==> src/rtl/pwm_ramp_sequencer.sv <==
// Soft-start/soft-stop sequencer feeding the PWM generator's period/duty/burst inputs.
// Duty ramps in fixed steps on PWM period boundaries, holds, then ramps back to zero.
//
// state     | meaning
// ----------+---------------------------------------------------------
// IDLE      | waiting for start, duty 0, period counter parked
// RAMP_UP   | duty rises by step every periods_per_step PWM periods
// HOLD      | duty at target, burst configuration driven
// RAMP_DOWN | duty falls by step until 0, then done pulse and IDLE
module pwm_ramp_sequencer #(
    parameter int PERIOD_W   = 16,
    parameter int DUTY_MAX   = 100,
    parameter int MIN_PERIOD = 2
) (
    input  logic                sysclk,
    input  logic                reset,
    input  logic                start,
    input  logic                stop,
    input  logic [PERIOD_W-1:0] period_in,
    input  logic [7:0]          target_duty,
    input  logic [7:0]          step,
    input  logic [7:0]          periods_per_step,
    input  logic                burst_req,
    input  logic                burst_type_in,
    output logic [PERIOD_W-1:0] period_out,
    output logic [7:0]          duty_out,
    output logic                burstmode_out,
    output logic                bursttype_out,
    output logic                busy,
    output logic                holding,
    output logic                done
);

    localparam logic [1:0] ST_IDLE      = 2'd0;
    localparam logic [1:0] ST_RAMP_UP   = 2'd1;
    localparam logic [1:0] ST_HOLD      = 2'd2;
    localparam logic [1:0] ST_RAMP_DOWN = 2'd3;

    localparam logic [PERIOD_W-1:0] MIN_P = PERIOD_W'(MIN_PERIOD);
    localparam logic [7:0]          DMAX  = 8'(DUTY_MAX);

    logic [1:0]          state, state_nxt;
    logic [PERIOD_W-1:0] pcnt;
    logic [7:0]          scnt;
    logic [7:0]          target_r, step_r, pps_r;
    logic                burst_r;
    logic                accept, tick, step_ev;
    logic [7:0]          duty_nxt;
    logic                done_nxt;
    logic [8:0]          up_sum;
    logic [7:0]          up_duty, dn_duty;
    logic [PERIOD_W-1:0] period_lat;
    logic [7:0]          target_lat;

    assign accept     = (state == ST_IDLE) && start && !stop;
    assign period_lat = (period_in < MIN_P) ? MIN_P : period_in;
    assign target_lat = (target_duty > DMAX) ? DMAX : target_duty;

    assign tick    = (state != ST_IDLE) && (pcnt == period_out - PERIOD_W'(1));
    assign step_ev = tick && (scnt == pps_r - 8'd1);

    // 9-bit sum so a large step near the top cannot wrap before the clamp
    assign up_sum  = {1'b0, duty_out} + {1'b0, step_r};
    assign up_duty = (up_sum > {1'b0, target_r}) ? target_r : up_sum[7:0];
    assign dn_duty = (duty_out > step_r) ? (duty_out - step_r) : 8'd0;

    always_comb begin
        state_nxt = state;
        duty_nxt  = duty_out;
        done_nxt  = 1'b0;
        case (state)
            ST_IDLE: begin
                if (accept)
                    state_nxt = (target_lat == 8'd0) ? ST_HOLD : ST_RAMP_UP;
            end
            ST_RAMP_UP: begin
                if (stop) begin
                    state_nxt = ST_RAMP_DOWN;
                end else if (step_ev) begin
                    duty_nxt = up_duty;
                    if (up_duty == target_r)
                        state_nxt = ST_HOLD;
                end
            end
            ST_HOLD: begin
                if (stop)
                    state_nxt = ST_RAMP_DOWN;
            end
            ST_RAMP_DOWN: begin
                if (duty_out == 8'd0) begin
                    state_nxt = ST_IDLE;
                    done_nxt  = 1'b1;
                end else if (step_ev) begin
                    duty_nxt = dn_duty;
                    if (dn_duty == 8'd0) begin
                        state_nxt = ST_IDLE;
                        done_nxt  = 1'b1;
                    end
                end
            end
            default: state_nxt = ST_IDLE;
        endcase
    end

    always_ff @(posedge sysclk or negedge reset) begin
        if (!reset) begin
            state         <= ST_IDLE;
            duty_out      <= 8'd0;
            done          <= 1'b0;
            period_out    <= MIN_P;
            target_r      <= 8'd0;
            step_r        <= 8'd0;
            pps_r         <= 8'd0;
            burst_r       <= 1'b0;
            bursttype_out <= 1'b0;
        end else begin
            state    <= state_nxt;
            duty_out <= duty_nxt;
            done     <= done_nxt;
            if (accept) begin
                period_out    <= period_lat;
                target_r      <= target_lat;
                step_r        <= (step == 8'd0) ? 8'd1 : step;
                pps_r         <= (periods_per_step == 8'd0) ? 8'd1 : periods_per_step;
                burst_r       <= burst_req;
                bursttype_out <= burst_type_in;
            end
        end
    end

    // pcnt is parked at 0 in IDLE, so RAMP_UP always starts a fresh PWM period
    always_ff @(posedge sysclk or negedge reset) begin
        if (!reset) begin
            pcnt <= '0;
            scnt <= 8'd0;
        end else begin
            if (state == ST_IDLE || tick)
                pcnt <= '0;
            else
                pcnt <= pcnt + PERIOD_W'(1);

            if (state_nxt != state || step_ev)
                scnt <= 8'd0;
            else if (tick)
                scnt <= scnt + 8'd1;
        end
    end

    assign busy          = (state != ST_IDLE);
    assign holding       = (state == ST_HOLD);
    assign burstmode_out = holding && burst_r;

endmodule

==> config.mk <==
export PLATFORM = sky130hd
export DESIGN_NAME = pwm_ramp_sequencer
export DESIGN_NICKNAME = d
export VERILOG_FILES = /design/src/rtl/pwm_ramp_sequencer.sv
export SDC_FILE = /design/constraint.sdc
export NUM_CORES = 1
export LEC_CHECK = 0
export BUFFER_PORTS_ARGS = -buffer_cell sky130_fd_sc_hd__buf_2
export CAP_MARGIN = 20
export CORE_UTILIZATION = 60
export CTS_BUF_LIST = sky130_fd_sc_hd__clkbuf_8
export CTS_CLUSTER_SIZE = 20
export DETAILED_ROUTE_END_ITERATION = 16
export PLACE_DENSITY = 0.86
export SLEW_MARGIN = 20
export SYNTH_ARGS = -nofsm -noshare
export SYNTH_HDL_FRONTEND = slang
export SYNTH_SLANG_ARGS = --single-unit
==> constraint.sdc <==
create_clock -name sysclk -period 5.23 [get_ports sysclk]
set_input_delay 1.569 -clock sysclk [delete_from_list [all_inputs] [get_ports sysclk]]
set_output_delay 1.569 -clock sysclk [all_outputs]
set_load 0.03 [all_outputs]
; ---- Yosys cells after proc, flatten, opt, wreduce, memory -nomap -nowiden
; Index checks and enable logic that the tools add are counted.
[word_totals]
ff_bits = 77
input_bits = 46
out_inout_bits = 29
elab_cells = 78
[op_classes]
addsub = 6
magnitude_cmp = 4
n_eq_ne = 11
muxes = 28
reduce_logical = 18
[op_table]
columns = op, n
row1 = 8-bit two-way mux, 11
row2 = 8-bit zero test, 5
row3 = 16-bit two-way mux, 2
row4 = 2-bit two-way mux, 9
row5 = 16-bit by 1-bit adder with 16-bit output (second input constant), 1
row6 = 16-bit equality test, 1
row7 = 8-bit equality test, 2
row8 = 16-bit by 2-bit less-than comparator with 1-bit output (second input constant), 1
row9 = 8-bit case mux with 2 select lines, 1
row10 = 16-bit by 1-bit subtractor with 16-bit output (second input constant), 1
row11 = 8-bit by 8-bit adder with 9-bit output, 1
row12 = 9-bit by 8-bit greater-than comparator with 1-bit output, 1
row13 = 8-bit by 1-bit adder with 8-bit output (second input constant), 1
row14 = 8-bit by 7-bit greater-than comparator with 1-bit output (second input constant), 1
row15 = 8-bit greater-than comparator, 1
row16 = 2-bit inequality test (second input constant), 4
row17 = 2-bit case mux with 4 select lines, 1
row18 = 8-bit by 1-bit subtractor with 8-bit output (second input constant), 1
row19 = 8-bit subtractor, 1
row20 = 2-bit nonzero test, 3
row21 = 1-bit logical AND, 5
row22 = 5-bit AND reduction, 1
row23 = 2-bit equality test (second input constant), 2
row24 = 1-bit two-way mux, 4
row25 = other kinds (5), 6

; ---- Logic depth before layout (Yosys ltp)
; Gate-level depths: netlist of the first run.
[logic_depth]
depth_word = 11
ltp_mapped = 18

; ---- Worst setup path before layout of the first run
; No wires, ideal clock.
[synth_timing]
path_kind = register to register
start = register duty_out[0]
end = register state[0]
setup_time_ns = 0.078
arrival_time_ns = 3.859
path_slack_ns = 1.294
stages_incl_launch_ff = 17
path_buffers = 1
synth_period_minus_slack_ns = 3.936
cell_sequence = dfrtp_1 > ha_1 > fa_1 > nor2b_1 > o211ai_1 > nand2_1 > a21oi_1 > xnor2_1 > ha_1 > a2111oi_0 > o221ai_1 > a21oi_1 > o311ai_0 > clkbuf_1 > a41o_1 > a41o_1 > a21oi_1
[synth_between]
elab_chain_cells = 8
word_cells_on_any_way = 16
cone_classes = add/sub (2) / order compare (2) / eq/ne (1) / mux (9) / reduce/logical (2)
[synth_lines]
columns = element, line_no
row1 = "start, declared", 26  ; output logic [7:0] duty_out,
row2 = "start signal, assigned", 118  ; duty_out <= duty_nxt;
row3 = 8-bit by 8-bit adder with 9-bit output, 63  ; assign up_sum = {1'b0, duty_out} + {1'b0, step_r};
row4 = 9-bit by 8-bit greater-than comparator with 1-bit output, 64  ; assign up_duty = (up_sum > {1'b0, target_r}) ? target_r : up_sum[7:0];
row5 = 8-bit two-way mux, 64
row6 = 8-bit equality test, 81  ; if (up_duty == target_r)
row7 = 2-bit two-way mux, 81
row8 = 2-bit two-way mux, 79  ; end else if (step_ev) begin
row9 = 2-bit two-way mux, 77  ; if (stop) begin
row10 = 2-bit case mux with 4 select lines (*), 71  ; case (state)
row11 = net state_nxt[0], 42  ; logic [1:0] state, state_nxt;
row12 = "end signal, assigned", 117  ; state <= state_nxt;
row13 = "end, declared", 42
; Mark *: on every way through the listed nets, which the timed path passes. The rest lies on a longest branch.
; A chain may end at the register's enable or synchronous reset.

; ---- Worst setup path after layout of the first run
[layout_timing]
start = register duty_out[0]
end = register state[1]
; The elaborated chain is that of the path after synthesis.

==> results of run 1 <==
[placed cells by master (no fill, tap or decap), drive strengths merged, types with 3 or more instances in the layout]
| cell | netlist | layout |
|---|---|---|
| xnor2 | 40 | 40 |
| o21ai | 39 | 39 |
| nor3 | 20 | 20 |
| nor3b | 4 | 4 |
| o311ai | 4 | 4 |
| o21a | 12 | 12 |
| nor2 | 49 | 49 |
| or3b | 3 | 3 |
| a31oi | 5 | 5 |
| nor2b | 8 | 8 |
| o31ai | 5 | 5 |
| nand2 | 100 | 100 |
| or4 | 4 | 4 |
| nand3 | 19 | 19 |
| o221ai | 8 | 8 |
| and3 | 8 | 8 |
| inv | 32 | 34 |
| xor2 | 30 | 30 |
| a211oi | 5 | 5 |
| nand4 | 7 | 7 |
| mux2i | 7 | 7 |
| dfrtp | 76 | 76 |
| nor4 | 17 | 17 |
| a2111oi | 3 | 3 |
| clkbuf | 25 | 9 |
| ha | 28 | 28 |
| buf | 7 | 79 |
| a21oi | 21 | 21 |
| clkinv | 1 | 4 |
| nand2b | 9 | 9 |
| o2111ai | 3 | 3 |
[sequential cells by signal, summed over array words and instances (netlist names), 2 cells and up]
signal and cells:
pps_r 8, step_r 8, duty_out 8, target_r 8
period_out 16, scnt 8, state 2, pcnt 16
[final cells by class]
cell class                      count  area share
Sequential cell                    77      0.3190
Tap cell                          108     0.02236
Multi-Input combinational cell    498      0.5377
Clock inverter                      7    0.009938
Clock buffer                        9     0.02050
Inverter                           33     0.02050
Timing Repair Buffer               79     0.06998
[final timing paths]
check | cells past startpoint | from | slack [ns] | to
setup / recovery | 16 | duty_out[0]$_DFFE_PN0P_ | 1.07 | state[1]$_DFF_PN0_
hold / removal | 2 | burst_r$_DFFE_PN0P_ | 0.48 | burst_r$_DFFE_PN0P_
setup reg to reg | 16 | duty_out[0]$_DFFE_PN0P_ | 1.07 | state[1]$_DFF_PN0_
hold reg to reg | 2 | burst_r$_DFFE_PN0P_ | 0.48 | burst_r$_DFFE_PN0P_
max in group asynchronous | 1 | reset | 3.21 | step_r[7]$_DFFE_PN0P_
min in group asynchronous | 1 | reset | 1.34 | target_r[2]$_DFFE_PN0P_
[per-layer routing]
layer	vias to the layer above	wire (um)	share of wire	global-route usage
li1	2369	-	-	-
met1	2403	6416	0.46	0.4329
met2	207	6496	0.46	0.4805
met3	24	877	0.062	0.05252
met4	0	257	0.018	0.1114
met5	-	0	0	0
[metrics by stage]
stage            util  instances  cell area (um^2)  worst slack, ns
2_1_floorplan       -        640              5424            1.294
3_3_place_gp   0.6719        795              5859            1.348
3_5_place_dp   0.6719        795              5859            1.185
4_1_cts        0.6930        811              6043            1.136
5_1_grt        0.6930        811              6043           0.7657
6_report       0.6930        811              6043            1.075
[worst max-delay path: stages, from the launching register on]
cell	delay, ns
dfrtp_1	0.43
ha_1	0.24
fa_1	0.39
nor2b_1	0.16
o211ai_1	0.27
nand2_1	0.14
a21oi_1	0.26
xnor2_1	0.20
ha_1	0.31
a2111oi_0	0.38
o221ai_1	0.21
a21oi_1	0.16
o311ai_1	0.12
buf_4	0.21
a41o_1	0.23
a21boi_0	0.19
o22ai_1	0.11
[power by group through the flow]
stage               clock [mW]  combinational (mW)  sequential (mW)
floorplan                    0                1.23             1.06
global placement             0                1.63             1.03
detailed placement           0                1.70             1.04
CTS                      0.437                1.71             1.03
global route             0.459                1.91             1.06
finish                   0.433                1.74             1.04
[cell families after synthesis]
group                      Yosys count  share of synthesized area
xor gates and xnor gates            70                     0.1130
muxes                                8                    0.01499
AOI/OAI and AO/OA                  128                     0.1580
adders and majority gates           30                    0.07197
and+or+nand+nor                    262                     0.2390
DFF                                 77                     0.3555
buffers and inverters               65                    0.04752
==> impl_metrics.toml, run 1 <==
[power_and_ir_drop]
p_sw_frac = 0.4912
ir_drop_uv = 274.1
leakagePower_nw = 2.783
powerDensity_mw_per_mm2 = 530.8
p_clk_frac = 0.135
switchingPower_mw = 1.576
internal_power_mw = 1.632
pwr-share-comb = 0.541
seqPwrFrac = 0.324
power_mw = 3.208

[run_status]
outcome = "complete, no violations"

[timing]
finalSetupViolations = 0
relSlewSlack = 0.3333
tightest_slew_ns = 1.000
setup-tns-final_ns = 0
finClkSkew_ns = 0.01552
min_period_over_period = 0.7945
fmax_mhz = 240.7
slew_viol_final = 0
hold-worst-slack_ns = 0.4827
period_minus_slack_ns = 4.155
rsz0062_at_grt = "false"
final_hold_viol_count = 0

[routing]
wirelength_um = 14050
via_per_inst = 6.169
drtAntennaViolNets = 0
wl_per_cell_um = 17.32
initialDrtViolationCount = 371
drc_errors = 0
vias = 5003
dr.pass1.iters = 7

[die]
placementRows = 34
die_y_um = 97.08
fp.dieArea_mm2 = 0.009425
core-area_mm2 = 0.008721
io_pins = 75
initial_core_util = 0.6220
die_x_um = 97.08

[worst_setup_path]
required_ns = 5.45
arrival_ns = 4.38
critPathLaunchType = "flip-flop"
endpoint_kind = "flip-flop"
critPathMaxFanout = 10
criticalPathCategory = "reg2reg"

[layout]
area_delta_synth_final_pct = 11.42
n_antenna_cell = 0
regArea_mm2 = 0.001928
post_route_cells_drive_above_1_share = 0.1550
nets = 774
fillers = 682
multi_input_area_mm2 = 0.003249

[global_route]
grt_max_degree = 78
grt_overflow_total = 0
grt_pass1_vias = 4880
antenna_found_initial = 0
grt_pass1_wl_um = 23320
grtUsageTotal = 0.3080

[yosys]
syn_nets = 716
yosysTopAreaCell = "dfrtp_1"
synth_top_area_frac = 0.3506
synth_seq_cells = 77
synth_commonest_cells = "nand2_1 (100), dfrtp_1 (76), nor2_1 (49)"
yosysMostFrequentCell = "nand2_1"
async_flop_share = 1.000
yosys_warnings = 0
ys_top_cells_by_area = "dfrtp_1 (35%), nand2_1 (6.9%), ha_1 (6.5%)"
synth_edf_count = 0
synth_area_mm2 = 0.005424
synthDistinctLibCells = 69
synth_area_per_cell_um2 = 8.475
ys.flop_type = "dfrtp_1"
synth_seq_area_share = 0.3555
synthCells = 640

[clock_network]
cts_tree = "yes"
cts-buffers-inserted = 9
cts_root_buf = "clkbuf_8"
post_cts_buffers = 0
cts_hold_buf = 0
path_clk_slew_ns = 0.09
clockBufferDepth = 2
worstSkewPairLatency_ns = 0.37
cts_repair_resize_count = 0
clock-sinks = 77
htree_levels = 3

[place]
dp_hpwl_um = 10370
place_congestion = 0.9380
io_buffers = 74

[worst_hold_path]
hold_class = "reg2reg"

[run]
cap_violations = 0
(Power assumes the default switching activity.)
==> run 2: changes to the inputs <==
- CORE_UTILIZATION: 60 -> 54
- PLACE_DENSITY: 0.86 -> 0.82
- clock period: 5.23 -> 3.6 ns (I/O delays scaled with it)
==> run 2 against run 1 <==
The flow now finishes with violations (negative setup slack). Cell count is 8.9% higher. Core utilization is 1.6 points lower. First-iteration DRC count is 12% higher. Global-route usage is 0.90 points higher.
==> impl_metrics.toml, run 2 (synthesis results as in run 1) <==
[worst_setup_path]
crit_path_max_incr_delay_ns = 0.42
critPathLaunchType = "flip-flop"
r2r_cells = 16
cp_slowest_cell = "dfrtp_1"
critPathMaxFanout = 6
path_cells = "ha_4, fa_2, nor2b_4, o211ai_1, nand2_1, a21oi_4, xnor2_2, ha_1, a2111oi_2, o221ai_1, a21oi_2, o311ai_2, buf_4, mux2i_1, o221ai_1, o21a_1"
timing.critical_path.buf_inv = 1
endpoint_kind = "flip-flop"
arrival_ns = 4.11
worstReg2RegStart = "step_r[0]$_DFFE_PN0P_"
cpMostUsedCell = "o221ai_1"
r2r_end = "duty_out[2]$_DFFE_PN0P_"
criticalPathCategory = "reg2reg"
reg2reg_slack_ns = -0.25
required_ns = 3.86
cp_top_family = "compound AO/OA/AOI/OAI gates"

[layout]
post_route_cells_drive_above_1_share = 0.2387
fillers = 792
mostFrequentLayoutCells = "nand2_1 (100), dfrtp_1 (73), buf_2 (73)"
nets = 821
layout.cells.most_common = "nand2_1"
finalInstanceArea_mm2 = 0.006620
area_delta_synth_final_pct = 22.05
n_antenna_cell = 0
reg.largest.list = "pcnt: 16 flops, period_out: 16 flops"

[timing]
hold-worst-slack_ns = 0.4814
period_minus_slack_ns = 3.847
tightest_slew_ns = 0.8392
finClkSkew_ns = 0.01567
finalSetupViolations = 10
final_hold_viol_count = 0
slew_viol_final = 0
rsz0062_at_grt = "true"
timing.final.ws_setup_ns = -0.2468
relSlewSlack = 0.4405
fmax_mhz = 260.0
min_period_over_period = 1.069

[die]
die_x_um = 102.2
die_y_um = 102.2
io_pins = 75
core-area_mm2 = 0.009774
fp.dieArea_mm2 = 0.01045
placementRows = 36
initial_core_util = 0.5549

[routing]
wl_per_cell_um = 17.91
via_per_inst = 6.007
wirelength_um = 15820
drc_errors = 0
drtAntennaViolNets = 0
dr.pass1.iters = 5
initialDrtViolationCount = 414
vias = 5304

[clock_network]
cts_root_buf = "clkbuf_8"
path_clk_slew_ns = 0.09
cts_hold_buf = 0
worstSkewPairLatency_ns = 0.38
clockBufferDepth = 2
htree_levels = 3
cts-buffers-inserted = 9
clock-sinks = 77
cts_tree = "yes"

[run_status]
violations = "negative setup slack"
outcome = "finished, violations left"

[power_and_ir_drop]
switchingPower_mw = 2.456
ir_drop_uv = 407.9
p_sw_frac = 0.4747
pwr-share-comb = 0.556
p_clk_frac = 0.150
seqPwrFrac = 0.294
powerDensity_mw_per_mm2 = 781.7
leakagePower_nw = 3.046
internal_power_mw = 2.719

[run]
cap_violations = 0

[global_route]
grt_pass1_wl_um = 25020
grt_max_degree = 65
grtUsageTotal = 0.3170
grt_overflow_total = 0
grt_pass1_vias = 4973
antenna_found_initial = 0

[worst_hold_path]
hold_class = "reg2reg"
hold-path-endpoint = "burst_r$_DFFE_PN0P_"
holdPathStages = 2
min_from = "burst_r$_DFFE_PN0P_"

[place]
place_congestion = 0.9881
dp_hpwl_um = 11160
io_buffers = 74
dpl_cell_area_mm2 = 0.006078
[run 2: timing repair]
item	in CTS	in global routing
setup endpoints to repair	10	15
pin swaps	14	10
resized for setup	7	19
endpoints found under the hold margin	0	0
buffers inserted	23	3
[run 2: worst max-delay path by stage]
stage          depth (start not counted)                       to               startpoint
2_1_floorplan                         17       state[0]$_DFF_PN0_  duty_out[3]$_DFFE_PN0P_
3_3_place_gp                          16  duty_out[2]$_DFFE_PN0P_    step_r[0]$_DFFE_PN0P_
3_5_place_dp                          16  duty_out[2]$_DFFE_PN0P_    step_r[0]$_DFFE_PN0P_
4_1_cts                               16  duty_out[2]$_DFFE_PN0P_    step_r[0]$_DFFE_PN0P_
5_1_grt                               16  duty_out[6]$_DFFE_PN0P_    step_r[0]$_DFFE_PN0P_
6_report                              16  duty_out[2]$_DFFE_PN0P_    step_r[0]$_DFFE_PN0P_
[run 2: worst register-to-register path, cell delays in order, from the launching register on]
cell,delay (ns)
dfrtp_1,0.42
ha_4,0.18
fa_2,0.35
nor2b_4,0.14
o211ai_1,0.26
nand2_1,0.17
a21oi_4,0.22
xnor2_2,0.10
ha_1,0.35
a2111oi_2,0.32
o221ai_1,0.24
a21oi_2,0.19
o311ai_2,0.16
buf_4,0.21
mux2i_1,0.18
o221ai_1,0.14
o21a_1,0.13
[run 2: per-layer routing]
metal,share of wire,GRT usage,up-vias
li1,-,-,2471
met1,0.43,0.4225,2520
met2,0.45,0.4987,271
met3,0.085,0.06908,42
met4,0.031,0.1363,0
met5,0,0,-
[run 2: layout make-up]
cell class | count | area (um^2) | area share
tap | 133 | 166.4 | 0.02514
clock inverter | 7 | 106.4 | 0.01607
sequential | 77 | 1932 | 0.2918
timing repair buffer | 126 | 763.2 | 0.1153
clock buffer | 9 | 123.9 | 0.01871
multi-input combinational | 498 | 3405 | 0.5143
inverter | 33 | 123.9 | 0.01871
[run 2: power by group through the flow]
| stage | Combinational (mW) | Sequential, mW | Clock, mW |
|---|---|---|---|
| 2_1_floorplan | 1.81 | 1.54 | 0 |
| 3_5_place_dp | 2.63 | 1.51 | 0 |
| 3_3_place_gp | 2.54 | 1.50 | 0 |
| 4_1_cts | 2.68 | 1.50 | 0.796 |
| 6_report | 2.88 | 1.52 | 0.779 |
| 5_1_grt | 3.14 | 1.56 | 0.828 |
[run 2: metrics by stage]
stage / instances / power (mW) / utilization / worst slack [ns] / TNS (ns)
finish: 883 / 5.175 / 0.6773 / -0.2468 / -1.774
global route: 883 / 5.527 / 0.6773 / -0.4006 / -3.274
CTS: 882 / 4.982 / 0.6655 / -0.1167 / -0.5513
detailed placement: 843 / 4.141 / 0.6219 / -0.1380 / -0.8740
global placement: 843 / 4.042 / 0.6219 / 0.002674 / 0
floorplan: 640 / 3.351 / - / 0.007888 / 0
